### src/rtl/he_mul_sequencer.sv
// Control FSM sequencing one homomorphic multiply: clear, load A/B rows, drain, write results.
// Optional completed-operation counter enabled by defining HE_SEQ_OP_COUNT_EN.
module he_mul_sequencer #(
  parameter int CIPHERTEXT_WIDTH = 6,
  parameter int DIMENSION        = 1,
  parameter int ROW_WIDTH        = 2
) (
  input  logic                        clk,
  input  logic                        rst,
  input  logic                        start,
  input  logic                        abort,
  output logic                        opnd_rd_en,
  output logic                        opnd_rd_sel,
  output logic [ROW_WIDTH-1:0]        opnd_rd_row,
  input  logic [CIPHERTEXT_WIDTH-1:0] opnd_rd_data,
  output logic                        mul_clear,
  output logic                        mul_en,
  output logic [ROW_WIDTH-1:0]        mul_row,
  output logic                        mul_ciphertext_select,
  output logic [CIPHERTEXT_WIDTH-1:0] mul_ciphertext_entry,
  input  logic [CIPHERTEXT_WIDTH-1:0] mul_result_partial,
  output logic                        res_wr_en,
  output logic [ROW_WIDTH-1:0]        res_wr_row,
  output logic [CIPHERTEXT_WIDTH-1:0] res_wr_data,
  output logic                        busy,
  output logic                        done,
  output logic [15:0]                 op_count
);

  localparam logic [ROW_WIDTH-1:0] D_ROW = ROW_WIDTH'(DIMENSION);

  typedef enum logic [2:0] {IDLE, CLEAR, LOAD_A, LOAD_B, DRAIN, FLUSH, DONE} state_t;

  state_t               state;
  logic [ROW_WIDTH-1:0] cnt;
  logic                 fwd;
  logic                 drain_issue;
  logic [ROW_WIDTH-1:0] drain_row;
  logic                 wr_next;

  // Data inputs are only valid one cycle after the strobe that requested them
  assign mul_ciphertext_entry = fwd ? opnd_rd_data : {CIPHERTEXT_WIDTH{1'b0}};
  assign res_wr_data          = res_wr_en ? mul_result_partial : {CIPHERTEXT_WIDTH{1'b0}};

  // Drain issue and result-write qualification decoded from current state and pipeline
  always_comb begin
    drain_issue = 1'b0;
    drain_row   = {ROW_WIDTH{1'b0}};
    wr_next     = 1'b0;
    if (state == DRAIN && cnt != D_ROW) begin
      drain_issue = 1'b1;
      drain_row   = D_ROW + cnt + ROW_WIDTH'(1);
    end else begin
      drain_issue = 1'b0;
    end
    // B rows and upper tensor rows each produce a result row; A rows do not
    if (mul_en && (mul_ciphertext_select || mul_row > D_ROW)) begin
      wr_next = 1'b1;
    end else begin
      wr_next = 1'b0;
    end
  end

  // Sequencing FSM with registered strobes and one-cycle multiplier/result pipeline
  always_ff @(posedge clk or posedge rst) begin
    if (rst) begin
      state                 <= IDLE;
      cnt                   <= {ROW_WIDTH{1'b0}};
      fwd                   <= 1'b0;
      opnd_rd_en            <= 1'b0;
      opnd_rd_sel           <= 1'b0;
      opnd_rd_row           <= {ROW_WIDTH{1'b0}};
      mul_clear             <= 1'b0;
      mul_en                <= 1'b0;
      mul_row               <= {ROW_WIDTH{1'b0}};
      mul_ciphertext_select <= 1'b0;
      res_wr_en             <= 1'b0;
      res_wr_row            <= {ROW_WIDTH{1'b0}};
      busy                  <= 1'b0;
      done                  <= 1'b0;
    end else begin
      mul_clear             <= 1'b0;
      done                  <= 1'b0;
      opnd_rd_en            <= 1'b0;
      opnd_rd_sel           <= 1'b0;
      opnd_rd_row           <= {ROW_WIDTH{1'b0}};
      fwd                   <= opnd_rd_en;
      mul_en                <= opnd_rd_en | drain_issue;
      mul_row               <= drain_issue ? drain_row : (opnd_rd_en ? opnd_rd_row : {ROW_WIDTH{1'b0}});
      mul_ciphertext_select <= opnd_rd_en & opnd_rd_sel;
      res_wr_en             <= wr_next;
      res_wr_row            <= wr_next ? mul_row : {ROW_WIDTH{1'b0}};
      if (abort && state != IDLE) begin
        state                 <= IDLE;
        cnt                   <= {ROW_WIDTH{1'b0}};
        busy                  <= 1'b0;
        mul_clear             <= 1'b1;
        fwd                   <= 1'b0;
        mul_en                <= 1'b0;
        mul_row               <= {ROW_WIDTH{1'b0}};
        mul_ciphertext_select <= 1'b0;
        res_wr_en             <= 1'b0;
        res_wr_row            <= {ROW_WIDTH{1'b0}};
      end else begin
        case (state)
          IDLE: begin
            if (start && !abort) begin
              state     <= CLEAR;
              busy      <= 1'b1;
              mul_clear <= 1'b1;
            end else begin
              busy <= 1'b0;
            end
          end
          CLEAR: begin
            state       <= LOAD_A;
            cnt         <= {ROW_WIDTH{1'b0}};
            opnd_rd_en  <= 1'b1;
          end
          LOAD_A: begin
            opnd_rd_en <= 1'b1;
            if (cnt == D_ROW) begin
              state       <= LOAD_B;
              cnt         <= {ROW_WIDTH{1'b0}};
              opnd_rd_sel <= 1'b1;
            end else begin
              cnt         <= cnt + ROW_WIDTH'(1);
              opnd_rd_row <= cnt + ROW_WIDTH'(1);
            end
          end
          LOAD_B: begin
            if (cnt == D_ROW) begin
              state <= DRAIN;
              cnt   <= {ROW_WIDTH{1'b0}};
            end else begin
              cnt         <= cnt + ROW_WIDTH'(1);
              opnd_rd_en  <= 1'b1;
              opnd_rd_sel <= 1'b1;
              opnd_rd_row <= cnt + ROW_WIDTH'(1);
            end
          end
          // First DRAIN cycle carries the last B row through the pipeline
          DRAIN: begin
            if (cnt == D_ROW) begin
              state <= FLUSH;
              cnt   <= {ROW_WIDTH{1'b0}};
            end else begin
              cnt <= cnt + ROW_WIDTH'(1);
            end
          end
          FLUSH: begin
            state <= DONE;
            done  <= 1'b1;
          end
          DONE: begin
            state <= IDLE;
            busy  <= 1'b0;
          end
          default: begin
            state <= IDLE;
            busy  <= 1'b0;
            cnt   <= {ROW_WIDTH{1'b0}};
          end
        endcase
      end
    end
  end

`ifdef HE_SEQ_OP_COUNT_EN
  logic [15:0] op_count_r;

  // Saturating count of operations that reached done
  always_ff @(posedge clk or posedge rst) begin
    if (rst) begin
      op_count_r <= 16'h0000;
    end else if (state == FLUSH && !abort && op_count_r != 16'hFFFF) begin
      op_count_r <= op_count_r + 16'h0001;
    end else begin
      op_count_r <= op_count_r;
    end
  end

  assign op_count = op_count_r;
`else
  assign op_count = 16'h0000;
`endif

endmodule

### config.mk
export PLATFORM = sky130hd
export DESIGN_NAME = he_mul_sequencer
export DESIGN_NICKNAME = d
export VERILOG_FILES = /design/src/rtl/he_mul_sequencer.sv
export SDC_FILE = /design/constraint.sdc
export NUM_CORES = 1
export LEC_CHECK = 0
export ABC_CLOCK_PERIOD_IN_PS = 2790
export CAP_MARGIN = 25
export CORE_ASPECT_RATIO = 1.5
export CORE_MARGIN = 1
export CORE_UTILIZATION = 43
export CTS_CLUSTER_DIAMETER = 40
export DETAILED_ROUTE_END_ITERATION = 8
export PLACE_DENSITY = 0.85
export SYNTH_ARGS = -nofsm -noshare
export SYNTH_HDL_FRONTEND = slang
export SYNTH_SLANG_ARGS = --single-unit
### constraint.sdc
create_clock -name clk -period 2.79 [get_ports clk]
set_input_delay 0.6975 -clock clk [delete_from_list [all_inputs] [get_ports clk]]
set_output_delay 0.6975 -clock clk [all_outputs]
set_load 0.01 [all_outputs]
======== After elaboration in Yosys (flattened, before gate mapping) ========
Cells that the tools add are included.
word-level totals
  register bits ........................... 20
  input port bits ......................... 16
  output and inout port bits .............. 42
  logic and storage cells ................. 85
operators by class
  $add $sub $neg .......................... 2
  $lt $le $gt $ge ......................... 1
  equal/unequal tests ..................... 14
  multiplexer cells ....................... 38
  bitwise operators ....................... 2
  reductions and logical operators ........ 14
operators with widths
  kind                                                 count
  2-to-1 mux 2 bit                                     10
  case mux 3 bit (6 select lines)                      1
  2-to-1 mux 1 bit                                     16
  2-to-1 mux 3 bit                                     5
  2-to-1 mux 6 bit                                     2
  equality test 3 bit, second input constant           3
  != test 3 bit, second input constant                 3
  equality test 3 x 2 -> 1 bit, second input constant  2
  != test 2 x 1 -> 1 bit, second input constant        3
  case mux 1 bit (2 select lines)                      3
  OR reduction 3 bit                                   2
  OR reduction 5 bit                                   1
  adder 2 x 1 -> 2 bit, second input constant          2
  logical AND 1 bit                                    4
  case mux 2 bit (2 select lines)                      1
  AND reduction 4 bit                                  1
  OR reduction 2 bit                                   2
  equality test 3 x 1 -> 1 bit, second input constant  1
  zero test 3 bit                                      1
  != test 3 x 1 -> 1 bit, second input constant        1
  nonzero test 3 bit                                   1
  equality test 2 x 1 -> 1 bit, second input constant  1
  > comparator 2 x 1 -> 1 bit, second input constant   1
  bitwise AND 1 bit                                    1
  other kinds (3)                                      3

======== Logic depth before layout (Yosys ltp) ========
Gate-level depths: netlist (run 1).
  depth in word-level cells ............... 6
  depth in mapped cells ................... 6
  mapped depth without buffers ............ 5

======== Least setup slack after synthesis (run 1) ========
Ideal clock, no wire load.
  path kind ............................... input to output
  start ................................... input opnd_rd_data[0]
  end ..................................... output mul_ciphertext_entry[0]
  arrival ................................. 862 ps
  required time ........................... 2092 ps
  setup slack ............................. 1230 ps
  stages on the path ...................... 1
  buffers on the path ..................... 0
  path through ............................ and2_1
on the way
  word-level cells in the longest chain between the ends .. 1
ends and longest elaborated chain
  what              line  text
  from (decl)       15    input logic [CIPHERTEXT_WIDTH-1:0] opnd_rd_data,
  2-to-1 mux 6 bit  42    assign mul_ciphertext_entry = fwd ? opnd_rd_data : {CIPHERTEXT_WIDTH{1'b0}};
  to (decl)         20    output logic [CIPHERTEXT_WIDTH-1:0] mul_ciphertext_entry,
Every way passes these cells.

======== Worst setup path after layout (run 1) ========
  start ................................... input opnd_rd_data[4]
  end ..................................... output mul_ciphertext_entry[4]
The elaborated chain is that of the path after synthesis.

==> flow_summary.json, run 1 <==
{
  "path_clk_slew_ns": 0.11,
  "cts_hold_buf": 0,
  "drive_gt1_share_pct": 4.55,
  "rr_worst_depth": 4,
  "antenna_found_initial": 0,
  "cts_setup_buffers": 0,
  "gp_congestion": 0.802,
  "cts_tree": "built",
  "die-width_um": 44.5,
  "tns_ns": 0,
  "hold_start": "mul_row[0]",
  "cp_top_family": "buffers and inverters",
  "rsz0062_at_grt": "no",
  "outcome": "finished clean",
  "dr.pass1.iters": 3,
  "min_delay_path_depth": 1,
  "diodes": 0,
  "required_ns": 2.09,
  "cpMaxStageDelayCell": "clkdlybuf4s50_1",
  "area_growth_pct": 32.4,
  "numClockSinks": 20,
  "cts_root_buffer": "clkbuf_4",
  "reg2reg_slack_ns": 1.13,
  "initial_utilization_pct": 46.6,
  "insertion_delay_ns": 0.31,
  "synth_cell_type_count": 36,
  "ir_drop_mv": 0.312,
  "cts_resized": 0,
  "nNetsFinal": 173,
  "ys_seq_area_share_pct": 42.9,
  "holdPathEnd": "res_wr_row[0]",
  "wire_per_inst_um": 12.5,
  "buffer_ports.inserted": 41,
  "final_antenna_net_count": 0,
  "synth.avg_cell_area_sq_um": 9.89,
  "coreArea_sq_mm": 0.00250,
  "endpoint_kind": "output port",
  "cts.path.max_buffers": 2,
  "dpl.hpwl_um": 1860,
  "p_total_uw": 683,
  "arrival_ns": 1.82,
  "synth_area_sq_mm": 0.00117,
  "seq_area_sq_um": 500,
  "cp-start-kind": "input pin",
  "drv_cap": 0,
  "crit_path_max_incr_delay_ns": 0.54,
  "min_period_ns": 2.52,
  "wl_um": 2370,
  "numCtsBuffers": 3,
  "grt-ovfl-total": 0,
  "crit_path_max_fanout": 1,
  "slew_violations": 0,
  "die_y_um": 65.8,
  "ys_seq_elements": 20,
  "yosysWarnings": 0,
  "drc_errors": 0,
  "period_share_pct": 90.2,
  "pwr_density_cell_mw_per_mm2": 442,
  "worstSetupPathType": "in -> out",
  "via_count": 940,
  "grt_pass1_wl_um": 3770,
  "p_leak_nw": 0.686,
  "synthCells": 118,
  "min_path_type": "reg -> reg",
  "die_area_sq_mm": 0.00293,
  "final-setup-viol-count": 0,
  "fmax_mhz": 398,
  "rows": 22,
  "dr.first_iter.drc_count": 13,
  "cp_common_cell": "clkdlybuf4s50_1",
  "grt_pass1_vias": 849,
  "r2r_start": "cnt[0]",
  "io_pins": 58,
  "nFillCells": 216,
  "finClkSkew_ns": 0.00214,
  "multiInputGateArea_sq_um": 534,
  "slew_headroom_pct": 50.9,
  "hold_viol": 0,
  "viasPerCell": 4.95,
  "critPathBufInv": 2,
  "grt_max_degree": 21,
  "r2r-end": "cnt[0]",
  "cts_max_level": 1,
  "worst_pin_slew_ns": 0.735,
  "grt_use_total_pct": 17.2,
  "path_cells": "clkdlybuf4s50_1 > and2_1 > clkdlybuf4s50_1"
}
cell type report:
type                       instances  area share (%)
multi-input combinational         84            34.6
sequential                        20            32.4
timing repair buffer              41            26.6
tap                               36            2.91
clock buffer                       4            2.35
inverter                           5            1.21
registers in the layout (all words and copies together) (netlist names):
register	count
opnd_rd_row	2
mul_en	1
done	1
state	3
opnd_rd_sel	1
mul_ciphertext_select	1
opnd_rd_en	1
fwd	1
res_wr_en	1
busy	1
mul_clear	1
cnt	2
res_wr_row	2
mul_row	2
how the worst max path moves through the flow:
stage	start	cells after the start	end
after global routing	opnd_rd_data[4]	3	mul_ciphertext_entry[4]
after CTS	opnd_rd_data[4]	3	mul_ciphertext_entry[4]
after detailed placement	opnd_rd_data[4]	3	mul_ciphertext_entry[4]
after floorplan	opnd_rd_data[0]	1	mul_ciphertext_entry[0]
final	opnd_rd_data[4]	3	mul_ciphertext_entry[4]
after global placement	opnd_rd_data[0]	3	mul_ciphertext_entry[0]
synthesized netlist by cell type (all sizes together):
master	instances	area [sq um]
or3	1	6.26
mux2i	2	20.0
a211o	1	8.76
o21ai	1	5.00
a21o	2	15.0
dfrtp	20	500
nor4	2	12.5
nor3b	2	15.0
nand2	3	11.3
nand4b	1	8.76
nor3	3	15.0
a22oi	1	7.51
inv	5	18.8
a21oi	5	25.0
clkbuf	2	7.51
a31oi	2	12.5
a32oi	2	17.5
and3	3	18.8
ha	2	25.0
nor2	3	11.3
or4	1	7.51
and2	15	93.8
nand3b	3	22.5
buf	22	163
o31ai	1	21.3
xnor2	2	17.5
o211ai	1	7.51
nand2b	2	12.5
nor4b	1	15.0
o21a	1	7.51
nand3	3	15.0
o211a	1	10.0
or3b	1	8.76
conb	1	3.75
cell usage in the layout (no fill, tap or decap), types with 5 or more instances in the layout:
cell type / count
dfrtp_1: 20
a21oi_1: 5
clkdlybuf4s50_1: 41
inv_1: 5
conb_1: 16
and2_1: 15
worst reg2reg max path, delay by kind of cell (launching register included):
kind                       cells  cell delay, ns
DFF                            1            0.48
adders and majority gates      1            0.37
and+or+nand+nor                1            0.43
AOI/OAI and AO/OA              2            0.33
stage by stage:
stage | hold slack [ns] | area (sq um) | cells | util (%) | setup WS [ns]
final | 0.503 | 1550 | 190 | 61.7 | 0.274
after global routing | 0.534 | 1550 | 190 | 61.7 | 0.243
after CTS | 0.513 | 1550 | 190 | 61.7 | 0.267
after detailed placement | 0.485 | 1510 | 186 | 60.2 | 0.265
after global placement | 0.464 | 1510 | 186 | 60.2 | 0.292
after floorplan | 0.524 | 1220 | 133 | - | 1.23
power by group:
group / switching [mW] / total [mW] / internal (mW)
Combinational: 0.0803 / 0.169 / 0.0891
Sequential: 0.0353 / 0.344 / 0.308
Clock: 0.0903 / 0.170 / 0.0798
Total: 0.206 / 0.683 / 0.477
cells by family after synthesis:
group           count (synthesis)  synth area share [%]
simple gates                   44                  23.5
xor+xnor                        2                  1.50
buf+inv                        29                  16.2
compound gates                 18                  11.8
fa+ha+maj                       2                  2.14
mux                             2                  1.71
other cells                     1                 0.321
flops                          20                  42.9
per-layer routing:
| layer | GRT usage [%] | vias up | routed length, um |
|---|---|---|---|
| li1 | - | 444 | - |
| met1 | 18.6 | 436 | 834 |
| met2 | 31.4 | 53 | 1250 |
| met3 | 3.55 | 7 | 232 |
| met4 | 6.82 | 0 | 51 |
| met5 | 0 | - | 0 |
Power figures use the tool's default switching activity.
==> inputs of run 2 (changes only) <==
--- a/config.mk
+++ b/config.mk
@@ -16,3 +16,4 @@
 export SYNTH_ARGS = -nofsm -noshare
 export SYNTH_HDL_FRONTEND = slang
 export SYNTH_SLANG_ARGS = --single-unit
+export TNS_END_PERCENT = 100
==> results of run 2 <==
No change in the layout: final DEF, timing and power equal those of run 1.
==> inputs of run 3 (changes only) <==
--- a/config.mk
+++ b/config.mk
@@ -13,6 +13,7 @@
 export CTS_CLUSTER_DIAMETER = 40
 export DETAILED_ROUTE_END_ITERATION = 8
 export PLACE_DENSITY = 0.85
+export SLEW_MARGIN = 25
 export SYNTH_ARGS = -nofsm -noshare
 export SYNTH_HDL_FRONTEND = slang
 export SYNTH_SLANG_ARGS = --single-unit
==> results of run 3 <==
No change in the layout: final DEF, timing and power equal those of run 1.
